## src/rtl/truth_table_probe.sv

```systemverilog
// Characterizes an unknown 3-input combinational function by sweeping all
// eight input vectors and majority-voting three samples per vector.
module truth_table_probe #(
   parameter int unsigned SETTLE_CYCLES = 4,
   parameter int unsigned SAMPLES       = 3
) (
   input  logic       clk,
   input  logic       rst_n,
   input  logic       start,
   input  logic       abort,
   input  logic [7:0] expected,
   input  logic       probe_out,
   output logic [2:0] probe_in,
   output logic       busy,
   output logic       done,
   output logic       valid,
   output logic [7:0] code,
   output logic       match
);

   typedef enum logic [1:0] {
      IDLE,
      SETTLE,
      SAMPLE,
      DONE
   } state_t;

   localparam logic [7:0] SET_LAST = 8'(SETTLE_CYCLES - 1);
   localparam logic [1:0] SMP_LAST = 2'(SAMPLES - 1);

   state_t     state, state_n;
   logic [2:0] vec, vec_n;
   logic [7:0] settle_cnt, settle_n;
   logic [1:0] samp_cnt, samp_n;
   logic [1:0] ones, ones_n;
   logic [1:0] ones_add;
   logic [7:0] work, work_n;
   logic [7:0] code_n;
   logic       valid_n;

   always_ff @(posedge clk or negedge rst_n) begin
      if (!rst_n) begin
         state      <= IDLE;
         vec        <= 3'd0;
         settle_cnt <= 8'd0;
         samp_cnt   <= 2'd0;
         ones       <= 2'd0;
         work       <= 8'd0;
         code       <= 8'd0;
         valid      <= 1'b0;
      end else begin
         state      <= state_n;
         vec        <= vec_n;
         settle_cnt <= settle_n;
         samp_cnt   <= samp_n;
         ones       <= ones_n;
         work       <= work_n;
         code       <= code_n;
         valid      <= valid_n;
      end
   end

   always_comb begin
      state_n  = state;
      vec_n    = vec;
      settle_n = settle_cnt;
      samp_n   = samp_cnt;
      ones_n   = ones;
      work_n   = work;
      code_n   = code;
      valid_n  = valid;
      ones_add = ones + {1'b0, probe_out};
      unique case (state)
         IDLE: begin
            if (start) begin
               vec_n    = 3'd0;
               valid_n  = 1'b0;
               settle_n = 8'd0;
               samp_n   = 2'd0;
               ones_n   = 2'd0;
               work_n   = 8'd0;
               state_n  = SETTLE;
            end
         end
         SETTLE: begin
            if (abort) begin
               state_n  = IDLE;
               vec_n    = 3'd0;
               valid_n  = 1'b0;
               settle_n = 8'd0;
               samp_n   = 2'd0;
               ones_n   = 2'd0;
            end else if (settle_cnt == SET_LAST) begin
               settle_n = 8'd0;
               state_n  = SAMPLE;
            end else begin
               settle_n = settle_cnt + 8'd1;
            end
         end
         SAMPLE: begin
            if (abort) begin
               state_n  = IDLE;
               vec_n    = 3'd0;
               valid_n  = 1'b0;
               settle_n = 8'd0;
               samp_n   = 2'd0;
               ones_n   = 2'd0;
            end else if (samp_cnt == SMP_LAST) begin
               // vector 000 lands in the MSB
               work_n[3'd7 - vec] = (ones_add >= 2'd2);
               samp_n = 2'd0;
               ones_n = 2'd0;
               if (vec == 3'd7) begin
                  code_n  = work_n;
                  valid_n = 1'b1;
                  state_n = DONE;
               end else begin
                  vec_n   = vec + 3'd1;
                  state_n = SETTLE;
               end
            end else begin
               samp_n = samp_cnt + 2'd1;
               ones_n = ones_add;
            end
         end
         DONE: begin
            state_n = IDLE;
         end
      endcase
   end

   assign probe_in = vec;
   assign busy     = (state != IDLE);
   assign done     = (state == DONE);
   assign match    = valid && (code == expected);

endmodule

```

## config.mk

```make
export PLATFORM = sky130hd
export DESIGN_NAME = truth_table_probe
export DESIGN_NICKNAME = d
export VERILOG_FILES = /design/src/rtl/truth_table_probe.sv
export SDC_FILE = /design/constraint.sdc
export NUM_CORES = 1
export LEC_CHECK = 0
export ABC_AREA = 0
export CAP_MARGIN = 20
export CORE_ASPECT_RATIO = 1.2
export CORE_MARGIN = 3
export CORE_UTILIZATION = 50
export DETAILED_ROUTE_END_ITERATION = 7
export GPL_ROUTABILITY_DRIVEN = 0
export PLACE_DENSITY = 0.85
export SLEW_MARGIN = 20
export SYNTH_ARGS = -nofsm -noshare
export SYNTH_HDL_FRONTEND = slang
export SYNTH_SLANG_ARGS = --single-unit
```

## constraint.sdc

```tcl
create_clock -name clk -period 2 [get_ports clk]
set_clock_uncertainty 0.05 [all_clocks]
set_input_delay 0.5 -clock clk [delete_from_list [all_inputs] [get_ports clk]]
set_output_delay 0.5 -clock clk [all_outputs]
set_load 0.03 [all_outputs]
```

; After elaboration in Yosys (flattened, before gate mapping)
; Index checks and enable logic that the tools add are counted.
[totals]
word_cells = 84
out_inout_bits = 15
register_bits = 34
in_bits = 13
[classes]
bitwise = 1
magnitude_cmp = 3
eq_ne = 16
reduce_logical = 13
add_sub_neg = 5
muxes = 38
[op_table]
columns = op, n
row1 = $mux W8, 6
row2 = $mux W2, 12
row3 = $pmux W8 S3, 1
row4 = $pmux W8 S2, 1
row5 = $mux W3, 5
row6 = $ne A3 B3 Y1 const B, 4
row7 = $pmux W2 S3, 2
row8 = $ne A2 B2 Y1 const B, 5
row9 = $reduce_and A5 Y1, 2
row10 = $pmux W3 S3, 1
row11 = $reduce_and A3 Y1, 3
row12 = $add A8 B1 Y8 const B, 1
row13 = $bwmux W8, 1
row14 = $eq A8 B2 Y1 const B, 1
row15 = $eq A8 B8 Y1, 1
row16 = $pmux W2 S4, 1
row17 = $reduce_and A4 Y1, 2
row18 = $eq A2 B2 Y1 const B, 3
row19 = $mux W1, 6
row20 = $lt A3 B4 Y1 const B, 1
row21 = $reduce_bool A2 Y1, 2
row22 = $add A3 B1 Y3 const B, 1
row23 = $demux W1 S3, 1
row24 = $eq A3 B3 Y1 const B, 1
row25 = other kinds (11), 12

; Longest topological paths before layout
[depth]
word_depth = 9
depth_mapped = 6
mapped_depth_nobuf = 5

; Worst setup path after synthesis
; OpenSTA, ideal clock, no wires.
[synth_path]
kind = reg2out
from = reg code[5]
to = out match
t_required_ns = 1.450
n_path_buf = 0
stages_incl_launch_ff = 5
setup_slack_ns = -0.500
arrival_ns = 1.950
cell_sequence = dfrtp_1 -> xor2_1 -> nor4_1 -> nand3_1 -> nor4_1
[synth_via]
elab_chain_cells = 2
[synth_rtl]
columns = element, line_no
row1 = from (decl), 17  ; output logic [7:0] code,
row2 = from (signal assigned), 58  ; code <= code_n;
row3 = $eq A8 B8 Y1, 135  ; assign match = valid && (code == expected);
row4 = $logic_and A1 B1 Y1, 135
row5 = to (decl), 18  ; output logic match
; No other way between the ends.

; Final worst setup path
[layout_path]
from = reg code[0]
to = out match
; Same word-level chain as after synthesis.

==> results.cfg <==
[status]
status = finished, violations left
violations = setup timing

[timing]
hold_viol_final = 0
min_period_over_period_pct = 112
slew-limit-headroom_pct = 72.7
fin_ws_ns = -0.241
max_freq_mhz = 446
slew_violations = 0
worst_pin_slew_ns = 0.410
whs_ns = 0.457
rsz0062_at_grt = true
setup_violations = 1
period_needed_ns = 2.24

[route]
first_pass_iters = 4
first_iter_violations = 44
drcViolationCount = 0
wl_um = 3990
via_per_inst = 5.89
ant_nets = 0
routedWlPerCell_um = 15.1
vias = 1554

[logic_synthesis]
postSynthCellCount = 178
synthMostInstantiatedCell = dfrtp_1
synth.top_cell.area_share_pct = 47.0
synth.net_count = 195
ys_warn_count = 0
synth_ff_type = dfrtp_1
synth_top_area_cell = dfrtp_1
synth.distinct_cells = 45
yosys.area_share.simple_pct = 20.1
synthArstFlopShare_pct = 100
post_synth_xor_area_fraction_pct = 4.99
yosysSeqAreaShare_pct = 47.0
synthMuxAreaShare_pct = 4.78
synthesis.area_um2 = 1760
synth_edf_count = 0
synth_adder_area_share_pct = 2.85
synthTopCellsByCount = dfrtp_1, nand2_1, o21ai_0
yosys_register_bits = 33
synth_top_family_by_area = simple AND/OR/NAND/NOR gates
synth_compound_area_share_pct = 17.3
synth.avg_cell_area_um2 = 9.86
synth.area.top_cells = dfrtp_1, o21ai_0, nand2_1

[final_layout]
fill_cells = 255
nets = 244
n_antenna_cell = 0
layout.cells.non_filler = 264
register_area_um2 = 826
post-route-util_pct = 71.1
multi_input_area_um2 = 893
area_growth_pct = 30.5
layout-drive-gt1-share_pct = 18.9

[worst_setup_path]
worstPathRequired_ns = 1.45
critPathKind = flip-flop to output pin
cp.arrival_ns = 1.69
critPathLaunchType = flip-flop
cp-end-kind = output pin
crit_fanout = 3

[placement]
io_buffer_count = 27
place_inst = 253
dpl.hpwl_um = 2950

[grt]
grt_pass1_wl_um = 6880
antenna_found_initial = 0
grt_overflow = 0
groute.usage.overall_pct = 21.2
grt_max_degree = 34
grt_pass1_vias = 1538

[floorplanning]
start_util_pct = 54.5
row_count = 22
die_w_um = 60.1
core_region_area_um2 = 3220
boundaryPins = 28
dieArea_um2 = 4260
die_y_um = 70.9

[clocking]
clk_pin_slew_ns = 0.11
ctsRootBufferMaster = clkbuf_4
htreeDepth = 2
numCtsBuffers = 5
ctsLongestPathBuffers = 2
insertion_delay_ns = 0.34
cts_tree = yes
cts_sinks = 33

[flow_run]
cap_violations = 0

[pwr]
total_power_mw = 1.89
power.density_nw_per_um2 = 825
ir_worst_vdd_uv = 683
p_leak_nw = 1.12

[hold_path]
hold_path.class = flip-flop to flip-flop
[power by group]
| group | leakage (nW) | total, mW | switching [mW] | internal [mW] |
|---|---|---|---|---|
| Combinational | 0.617 | 0.611 | 0.323 | 0.287 |
| Sequential | 0.457 | 0.752 | 0.0421 | 0.710 |
| Clock | 0.0455 | 0.527 | 0.228 | 0.299 |
[state kept, by name, indices dropped and copies added, names as in the netlist]
register,flops
work,7
code,8
probe_in,3
valid,1
settle_cnt,8
samp_cnt,2
ones,2
state,2
[per-stage QoR]
stage                     setup TNS [ns]  cell area, µm²  setup WS [ns]
after global routing              -0.399            2290         -0.388
final                             -0.241            2290         -0.241
after CTS                         -0.341            2280         -0.341
after detailed placement           -2.45            2190         -0.419
after floorplan                 -0.00936            1770       -0.00936
after global placement             -1.60            2190         -0.386
[critical path: stages, from the launching register on]
cell and delay [ns]:
dfrtp_1 0.42, xor2_1 0.15, nor4_1 0.28, nand3_1 0.16, nor4_4 0.17, buf_6 0.17
[per-layer routing]
layer,routed length (µm),vias up,global-route usage [%]
met5,0,-,0
met4,63,0,10.1
met3,163,10,3.65
met2,2200,46,36.7
met1,1570,762,24.5
li1,-,736,-
[placed cells by master (no fill, tap or decap), types with 2 or more instances in the layout]
cell,netlist,final
clkbuf_4,0,5
mux2_2,3,3
o31ai_1,3,3
nand3_1,6,6
clkdlybuf4s50_1,0,12
a21o_1,2,2
xor2_1,8,8
nand3b_1,3,3
nor2b_1,4,4
inv_1,3,3
mux2i_1,5,5
dfrtp_1,33,33
o22ai_1,2,2
o21bai_1,2,2
nand2_1,23,23
dlygate4sd2_1,0,13
nor2_1,7,7
buf_4,0,23
or4_1,2,2
ha_1,4,4
xnor2_1,2,2
nor3_1,5,5
a21oi_1,7,7
o21ai_0,19,19
a22o_1,4,4
nand2b_1,2,2
[cell families (layout without fill, tap and decap cells)]
family / Yosys count / count (layout)
xor gates and xnor gates: 10 / 10
buffers and inverters: 11 / 61
and+or+nand+nor: 65 / 65
AOI/OAI and AO/OA: 47 / 47
DFF: 33 / 33
muxes: 8 / 8
adders and majority gates: 4 / 4
[area by class of cell]
type | count | share of cell area [%]
sequential | 33 | 36.0
clock inverter | 1 | 1.31
timing repair buffer | 50 | 18.8
inverter | 3 | 0.492
multi-input combinational | 134 | 39.0
tap | 36 | 1.97
clock buffer | 7 | 2.40
[final timing paths]
path,startpoint,endpoint,slack (ns),cells after the start
setup / recovery,code[0],match,-0.24,5
hold / removal,work[5],work[5],0.46,2
setup reg to reg,state[0],settle_cnt[5],0.24,5
hold reg to reg,work[5],work[5],0.46,2
max in group asynchronous,rst_n,samp_cnt[0],1.10,2
min in group asynchronous,rst_n,code[6],0.50,2
[what timing repair did]
action                                  in CTS  in global routing
resized for setup                           13                  2
gates cloned                                 0                  0
pin swaps                                    3                  3
setup buffers                                2                  1
endpoints found under the setup margin       8                  3
endpoints found under the hold margin        0                  0
hold buffers                                 0                  0
Power figures use the tool's default switching activity.
==> RTL edit, RTL diff (same settings) <==
Compare `settle_cnt` against `SET_LAST` with >= in place of ==.
--- a/src/rtl/truth_table_probe.sv
+++ b/src/rtl/truth_table_probe.sv
@@ -90,7 +90,7 @@
                settle_n = 8'd0;
                samp_n   = 2'd0;
                ones_n   = 2'd0;
-            end else if (settle_cnt == SET_LAST) begin
+            end else if (settle_cnt >= SET_LAST) begin
                settle_n = 8'd0;
                state_n  = SAMPLE;
             end else begin
Behaviour: no difference found for any inputs over 10 cycles, from zero or initial values and one cycle with rst_n low; that may be too few to reach the edited logic, so the function may still have changed.
==> RTL edit against the unedited design <==
  * The run still ends with negative setup slack left
  * Utilization fell by 2.4 points
  * Total power is 11% lower
  * Final area fell by 5.0%
  * Sequential cell count unchanged
  * Routed wire length decreased by 17%
  * Synthesized area shrank 2.4%
  * Setup slack better by 0.033 ns
  * Sequential share of layout area up 1.9 points
  * Clock power fell by 32%
  * Register-to-register slack worse by 0.04 ns
  * Largest cell class unchanged
==> RTL edit: results <==
{
  "vias": 1381,
  "ys_top_cells_by_count": "33 x dfrtp_1, 17 x nand2_1, 11 x nor2_1, 11 x o21ai_0",
  "n_antenna_cell": 0,
  "fin_setup_tns_ns": -0.2075,
  "wire_per_inst_um": 13.47,
  "swShare_pct": 34.30,
  "status": "finished with violations",
  "r2r-start": "probe_in[0]$_DFFE_PN0P_",
  "io_buffers": 27,
  "clock_latency_ns": 0.34,
  "synth_cell_types": 46,
  "yosys-top-cells-area": "dfrtp_1 48%, xor2_1 4.1%, nand2_1 3.7%",
  "synth_nets": 183,
  "holdWs_ns": 0.4524,
  "place_hpwl_um": 2526,
  "root_buffer": "clkbuf_4",
  "violations": "negative setup slack",
  "hold_path_class": "flip-flop to flip-flop",
  "yosysSeqAreaShare_pct": 48.18,
  "grt_pass1_wl_um": 5871,
  "drive_above_1_share_pct": 18.96,
  "timing.final.ws_setup_ns": -0.2075,
  "final_cells": 247,
  "setup_viol": 1,
  "dp_cells": 238,
  "power.leakage_nw": 1.176,
  "cp_slowest_cell": "nor4_1",
  "critPathLaunch": "expected[3]",
  "nets": 227,
  "drt-initial-drc-count": 17,
  "r2r_slack_ns": 0.20,
  "grt_usage_pct": 18.18,
  "vdd_drop_max_mv": 0.7617,
  "worstMarginPinSlew_ns": 0.4828,
  "r2r_end": "probe_in[0]$_DFFE_PN0P_",
  "cp_max_fo": 1,
  "place_area_um2": 2110,
  "syn_inst": 166,
  "fillers": 257
}
-- RTL edit: cell types whose count changed after synthesis, sizes merged, moves of 3 or more --
| cell | change |
|---|---|
| nand3 | +4 |
| nor2b | -4 |
| and2b | +3 |
| and4 | +3 |
| clkbuf | -4 |
| a31oi | +4 |
| nor2 | +5 |
| nand2 | -6 |
| o21ai | -6 |
-- RTL edit: per-layer routing --
| metal | vias up | GRT usage [%] | routed length, µm |
|---|---|---|---|
| met2 | 40 | 30.13 | 1629 |
| met1 | 643 | 21.98 | 1418 |
| li1 | 692 | - | - |
| met3 | 6 | 5.360 | 230 |
| met4 | 0 | 6.045 | 48 |
| met5 | - | 0 | 0 |
-- RTL edit: layout make-up --
| class | instances | area, µm² | area share, % |
|---|---|---|---|
| Timing Repair Buffer | 43 | 392.9 | 18.05 |
| Clock inverter | 3 | 17.52 | 0.8046 |
| Tap cell | 36 | 45.04 | 2.069 |
| Multi-Input combinational cell | 125 | 850.8 | 39.08 |
| Inverter | 2 | 7.507 | 0.3448 |
| Clock buffer | 5 | 37.54 | 1.724 |
| Sequential cell | 33 | 825.8 | 37.93 |
-- RTL edit: cells by family (layout without fill, tap and decap cells) --
group | count (synthesis) | count (layout) | share of synthesized area (%)
simple gates | 69 | 69 | 23.29
buf+inv | 8 | 53 | 3.066
compound gates | 36 | 36 | 13.65
flops | 33 | 33 | 48.18
mux | 7 | 7 | 4.307
fa+ha+maj | 4 | 4 | 2.920
xor+xnor | 9 | 9 | 4.599
-- RTL edit: worst min-delay path by stage --
stage                                   start                   to  depth (start not counted)
after global routing      ones[0]$_DFFE_PN0P_  ones[0]$_DFFE_PN0P_                          1
after detailed placement  ones[0]$_DFFE_PN0P_  ones[0]$_DFFE_PN0P_                          1
after global placement    ones[0]$_DFFE_PN0P_  ones[0]$_DFFE_PN0P_                          1
after floorplan                         rst_n  code[0]$_DFFE_PN0P_                          0
after CTS                 ones[0]$_DFFE_PN0P_  ones[0]$_DFFE_PN0P_                          1
final                     ones[0]$_DFFE_PN0P_  ones[0]$_DFFE_PN0P_                          1
-- RTL edit: repair_timing --
item,CTS,global route
setup buffers,1,0
gates resized for setup,10,7
pin swaps,3,3
setup endpoints to repair,6,8
-- RTL edit: power by group through the flow --
stage | Clock [mW] | Sequential (mW) | Combinational, mW
4_1_cts | 0.376 | 0.762 | 0.572
2_1_floorplan | 0 | 0.765 | 0.394
3_5_place_dp | 0 | 0.775 | 0.584
6_report | 0.358 | 0.763 | 0.567
5_1_grt | 0.396 | 0.770 | 0.630
3_3_place_gp | 0 | 0.771 | 0.568
-- RTL edit: metrics by stage --
step,setup WS [ns],total power [mW]
after detailed placement,-0.4112,1.359
after floorplan,-0.009342,1.159
after global placement,-0.3882,1.339
after global routing,-0.3077,1.796
after CTS,-0.3167,1.710
final,-0.2075,1.689
